## config.mk

```make
export PLATFORM = sky130hd
export DESIGN_NAME = boot_loader
export DESIGN_NICKNAME = d
export VERILOG_FILES = /design/src/rtl/boot_loader.sv
export SDC_FILE = /design/constraint.sdc
export NUM_CORES = 1
export LEC_CHECK = 0
export CAP_MARGIN = 40
export CELL_PAD_IN_SITES_DETAIL_PLACEMENT = 1
export CELL_PAD_IN_SITES_GLOBAL_PLACEMENT = 1
export CORE_ASPECT_RATIO = 0.5
export CORE_MARGIN = 2
export CORE_UTILIZATION = 44
export DETAILED_ROUTE_END_ITERATION = 8
export MAX_ROUTING_LAYER = met4
export PLACE_DENSITY = 0.82
export SLEW_MARGIN = 30
export SYNTH_ARGS = -nofsm -noshare
export SYNTH_HDL_FRONTEND = slang
export SYNTH_SLANG_ARGS = --single-unit
```

## constraint.sdc

```tcl
create_clock -name clk -period 2.2 [get_ports clk]
set_clock_uncertainty 0.2 [all_clocks]
set_input_delay 0.22 -clock clk [delete_from_list [all_inputs] [get_ports clk]]
set_output_delay 0.22 -clock clk [all_outputs]
set_load 0.05 [all_outputs]
```

## src/rtl/boot_loader.sv

```systemverilog
// boot_loader: framed byte stream to 32-bit instruction-memory words.
// Holds the CPU in reset until the image checksum verifies.
module boot_loader #(
  parameter int ADDR_W = 8
) (
  input  logic              clk,
  input  logic              rst_n,
  input  logic              in_valid,
  input  logic [7:0]        in_data,
  output logic              in_ready,
  output logic              imem_we,
  output logic [ADDR_W-1:0] imem_addr,
  output logic [31:0]       imem_wdata,
  output logic              cpu_rst_n,
  output logic              done,
  output logic              error
);

  typedef enum logic [2:0] {
    S_COUNT,
    S_DATA,
    S_CHECK,
    S_RUN,
    S_ERR
  } state_t;

  state_t      state;
  state_t      nxt;
  logic [7:0]  cnt;
  logic [7:0]  widx;
  logic [1:0]  bidx;
  logic [31:0] shreg;
  logic [7:0]  xsum;
  logic        acc;
  logic        last;

  assign acc  = in_valid && in_ready;
  assign last = (bidx == 2'd3) && (widx == cnt);

  // State register.
  always_ff @(posedge clk or negedge rst_n) begin
    if (!rst_n) state <= S_COUNT;
    else        state <= nxt;
  end

  // Next-state decode on accepted bytes.
  always_comb begin
    nxt = state;
    unique case (state)
      S_COUNT: if (acc) nxt = S_DATA;
      S_DATA:  if (acc && last) nxt = S_CHECK;
      S_CHECK: if (acc) nxt = (in_data == xsum) ? S_RUN : S_ERR;
      default: nxt = state;
    endcase
  end

  // Datapath and registered outputs, derived from the next state.
  always_ff @(posedge clk or negedge rst_n) begin
    if (!rst_n) begin
      cnt        <= '0;
      widx       <= '0;
      bidx       <= '0;
      shreg      <= '0;
      xsum       <= '0;
      in_ready   <= 1'b0;
      imem_we    <= 1'b0;
      imem_addr  <= '0;
      imem_wdata <= '0;
      cpu_rst_n  <= 1'b0;
      done       <= 1'b0;
      error      <= 1'b0;
    end else begin
      imem_we   <= 1'b0;
      in_ready  <= (nxt == S_COUNT) || (nxt == S_DATA)
                || (nxt == S_CHECK);
      done      <= (nxt == S_RUN);
      cpu_rst_n <= (nxt == S_RUN);
      error     <= (nxt == S_ERR);
      if (acc && state == S_COUNT) begin
        cnt  <= in_data;
        widx <= '0;
        bidx <= '0;
        xsum <= '0;
      end
      if (acc && state == S_DATA) begin
        shreg <= {in_data, shreg[31:8]};
        xsum  <= xsum ^ in_data;
        bidx  <= bidx + 2'd1;
        if (bidx == 2'd3) begin
          imem_we    <= 1'b1;
          imem_addr  <= ADDR_W'(widx);
          imem_wdata <= {in_data, shreg[31:8]};
          if (widx != cnt) widx <= widx + 8'd1;
        end
      end
    end
  end

endmodule

```

Yosys cells after proc, flatten, opt, wreduce, memory -nomap -nowiden
Index checks and enable logic that the tools add are counted.
{"block": "totals", "reg_bits": 105, "output_inout_bits": 45, "wordCells": 51}
{"block": "classes", "add_sub_neg": 2, "n_eq_ne": 10, "n_mux": 15, "bitwise": 1, "n_reduce_logical": 11}
{"cell": "$mux W8", "count": 6}
{"cell": "$eq A8 B8 Y1", "count": 2}
{"cell": "$mux W3", "count": 4}
{"cell": "$eq A3 B2 Y1 const B", "count": 3}
{"cell": "$pmux W3 S3", "count": 1}
{"cell": "$add A8 B1 Y8 const B", "count": 1}
{"cell": "$ne A8 B8 Y1", "count": 1}
{"cell": "$xor A8 B8 Y8", "count": 1}
{"cell": "$eq A3 B1 Y1 const B", "count": 2}
{"cell": "$logic_not A3 Y1", "count": 2}
{"cell": "$logic_and A1 B1 Y1", "count": 5}
{"cell": "$mux W2", "count": 2}
{"cell": "$eq A3 B3 Y1 const B", "count": 1}
{"cell": "$add A2 B1 Y2 const B", "count": 1}
{"cell": "$eq A2 B2 Y1 const B", "count": 1}
{"cell": "$logic_or A1 B1 Y1", "count": 2}
{"cell": "$mux W1", "count": 2}
{"cell": "$reduce_and A2 Y1", "count": 1}
{"cell": "$reduce_bool A2 Y1", "count": 1}

Longest topological paths before layout
{"block": "depth", "word_depth": 8, "ltp_mapped": 7}

Worst setup path after synthesis
OpenSTA, ideal clock, no wires.
{"block": "synth_path", "kind": "register -> register", "start": "register in_ready", "end": "register widx[7]", "t_arrival_ns": 1.677, "slack_ns": 0.196, "path_stages_with_launch": 7, "path_cell_list": "dfrtp_1 -> and4bb_2 -> nand3_2 -> inv_2 -> o21ai_2 -> buf_2 -> a311o_1"}
{"block": "synth_via", "elab_chain_len": 6, "word_cells_on_any_way": 7}
{"item": "start, declared", "line": "10", "source": "output logic in_ready,"}
{"item": "start signal, assigned", "line": "74", "source": "in_ready <= (nxt == S_COUNT) || (nxt == S_DATA)"}
{"item": "$logic_and A1 B1 Y1 (*)", "line": "37", "source": "assign acc = in_valid && in_ready;"}
{"item": "$logic_and A1 B1 Y1", "line": "79", "source": "if (acc && state == S_COUNT) begin"}
{"item": "$mux W8", "line": "79"}
{"item": "$mux W8", "line": "93", "source": "if (widx != cnt) widx <= widx + 8'd1;"}
{"item": "$mux W8", "line": "89", "source": "if (bidx == 2'd3) begin"}
{"item": "$mux W8 (*)", "line": "85", "source": "if (acc && state == S_DATA) begin"}
{"item": "end signal, assigned", "line": "93"}
{"item": "end, declared", "line": "30", "source": "logic [7:0] widx;"}
Every way passes the cells marked *; elsewhere a longest branch is shown, timed or not.
A chain may end at the register's enable or synchronous reset.

Final worst setup path
{"block": "layout_path", "start": "register widx[4]", "end": "register state[0]"}
{"block": "layout_via", "elab_chain_len": 5}
{"item": "$eq A8 B8 Y1", "line": "38", "source": "assign last = (bidx == 2'd3) && (widx == cnt);"}
{"item": "$logic_and A1 B1 Y1", "line": "38"}
{"item": "$logic_and A1 B1 Y1", "line": "51", "source": "S_DATA: if (acc && last) nxt = S_CHECK;"}
{"item": "$mux W3", "line": "51"}
{"item": "$pmux W3 S3", "line": "49", "source": "unique case (state)"}
{"item": "net nxt[0]", "line": "28", "source": "state_t nxt;"}
{"item": "end signal, assigned", "line": "43", "source": "else state <= nxt;"}
{"item": "end, declared", "line": "27", "source": "state_t state;"}
The timed path passes the listed nets, and every way through them passes these cells.

==> metrics.csv <==
metric;value;unit
outcome;complete, no violations;
drt total wl;9.98;mm
Worst-Margin Slew;0.541;ns
fin nets;409;
unrepaired setup endpoints after global routing;false;
Cell Rows;24;
final instance area;5230;um^2
Starting Density;46.0;%
core region area;8830;um^2
Leak;2.32;nW
post-layout min period;2.11;ns
Max FO, Critical Path;6;
Worst setup EP type;register;
# Post-CTS Setup Buffers;0;
syn nets;336;
Max Freq;474;MHz
diode count;0;
fin crit share;96.0;%
routability cong.;0.843;
commonest non-fill, non-tap cell in the layout;dfrtp_1;
CTS buffer count;9;
crit start category;register;
CTS clk-pin slew, worst paths;0.07;ns
Design Power;8.84;mW
Via Count;2739;
Synth Area per Inst;12.6;um^2
final setup violation count;0;
Seq cells post-synth;97;
sequential share of the synthesized area;59.8;%
Worst EP arrival;2.15;ns
routed vias/inst;5.29;
layout cell share with drive strength beyond 1;26.9;%
CTS tree;built;
1st-iter DRT viols;156;
ANT nets after route;0;
clock sinks;97;
HPWL Detailed;6.94;mm
Synth area leaders;dfrtp_1 60%, mux2_2 18%, nand2_1 4.6%;
wire length per cell;19.3;um
YS warnings;0;
slew margin rel.;63.8;%
CTS H-tree lvls;3;
Synth top area share;59.8;%
Max-cap violations;0;
CP required;2.24;ns
metal3 WL;277;um
Final Max Slew Viols;0;
Final Hold Fails;0;
area grow syn2layout;28.7;%
Die Ht;71.9;um
DR pass1 iterations;4;
Cell variety after synth;36;
Port Buffers;55;
Placement Cell Area;4880;um^2
Worst-Skew Late Latency;0.35;ns
Mapped Cells;323;
Total GRT Usage;22.5;%
HP Class;input pin to asynchronous set/reset pin;
met2 routed WL;5.11;mm
CTS root buffer;clkbuf_16;
Die Wd;140;um
drt drc;0;
initial antenna violation count;0;
Overflow after GRT;0;
count of boundary I/O pins;56;
P per Cell Area;1690;nW/um^2
worst-case clock buffer depth;2;
Peak VDD IR;1010;uV
post-synthesis cell area;4060;um^2
setup_tns;0;ns
Highest Signal Layer;met4;
most area-hungry cell type in the Yosys netlist;dfrtp_1;
largest net degree at the start of global routing;36;
wl on met1;4.45;mm
first-pass GRT wire length;16.6;mm
Die ar.;10100;um^2
most frequent cells in the layout;97 x dfrtp_1, 64 x mux2_2, 54 x clkdlybuf4s50_1, 50 x nand2_1, 18 x buf_4;
crit path kind;register to register;
vias in the first global route;3062;
[critical path: stages, from the launching register on]
cell and delay, ns:
dfrtp_1 0.45, xnor2_1 0.18, nand4_1 0.23, or2_2 0.41, o21a_1 0.23, or2_2 0.30
[where the power goes]
group	leakage, nW	total (mW)	internal [mW]	switching, mW
sequential	1.19	3.18	2.57	0.612
combinational	0.966	3.91	1.63	2.28
clock	0.164	1.74	1.02	0.724
[registers in the layout (all words and copies together) (netlist names), 2 cells and up]
register / cells
xsum: 8
widx: 8
imem_addr: 8
shreg: 24
imem_wdata: 32
state: 3
cnt: 8
bidx: 2
[area by class of cell]
class	count	area (um^2)
flip-flops and latches	97	2430
clock inverters	7	109
fillers	887	3600
well taps	117	146
multi-input cells	209	1560
clock buffers	9	225
inverters	3	11.3
repair buffers	76	746
[cells in the mapped netlist, drive strengths merged]
cell type  count
a21o           1
a21oi          5
a311o          1
a31oi          1
and2           1
and3           2
and4bb         1
buf           10
clkbuf         4
dfrtp         97
ha             2
inv            3
mux2          64
mux2i          1
nand2         50
nand2b         3
nand3         10
nand4          2
nor2           3
nor2b          8
nor3           2
nor3b          8
nor4           2
o211ai         2
o21a           1
o21ai         14
o221a          1
o31ai          1
or2            2
or3            4
xnor2          9
xor2           8
[cell families (layout without fill, tap and decap cells)]
family,Yosys count,in the layout,synth area share (%)
adders and majority gates,2,2,0.616
xor gates and xnor gates,17,17,3.67
and+or+nand+nor,98,98,12.0
AOI/OAI and AO/OA,27,27,4.04
muxes,65,65,18.0
DFF,97,97,59.8
buffers and inverters,17,95,1.94
[final timing paths]
| path | startpoint | to | slack [ns] | cells past startpoint |
|---|---|---|---|---|
| worst max register to register | widx[4] | state[0] | 0.09 | 5 |
| worst min-delay path | rst_n | imem_wdata[29] | 0.18 | 2 |
| worst min register to register | imem_addr[6] | imem_addr[6] | 0.31 | 1 |
| min in group clk | imem_addr[6] | imem_addr[6] | 0.31 | 1 |
| max in group asynchronous | rst_n | imem_wdata[26] | 1.07 | 3 |
| worst max-delay path | widx[4] | state[0] | 0.09 | 5 |
[repair_timing]
action,in CTS,in global routing
hold buffers,1,0
endpoints found under the setup margin,0,1
resized for setup,0,1
hold endpoints to repair,33,0
[per-stage QoR]
stage	instances	util (%)	worst slack (ns)	hold WS (ns)
after floorplan	323	-	0.196	-0.276
after global placement	501	55.2	0.0775	0.0143
after detailed placement	501	55.2	-0.0591	0.0274
after CTS	518	59.1	0.129	0.192
after global routing	518	59.2	0.00303	0.229
final	518	59.2	0.0887	0.177
[layer usage]
| metal | vias up | track usage, % |
|---|---|---|
| li1 | 1255 | - |
| met1 | 1431 | 28.0 |
| met2 | 40 | 37.6 |
| met3 | 13 | 5.15 |
| met4 | 0 | 6.67 |
| met5 | - | - |
(Power assumes the default switching activity.)
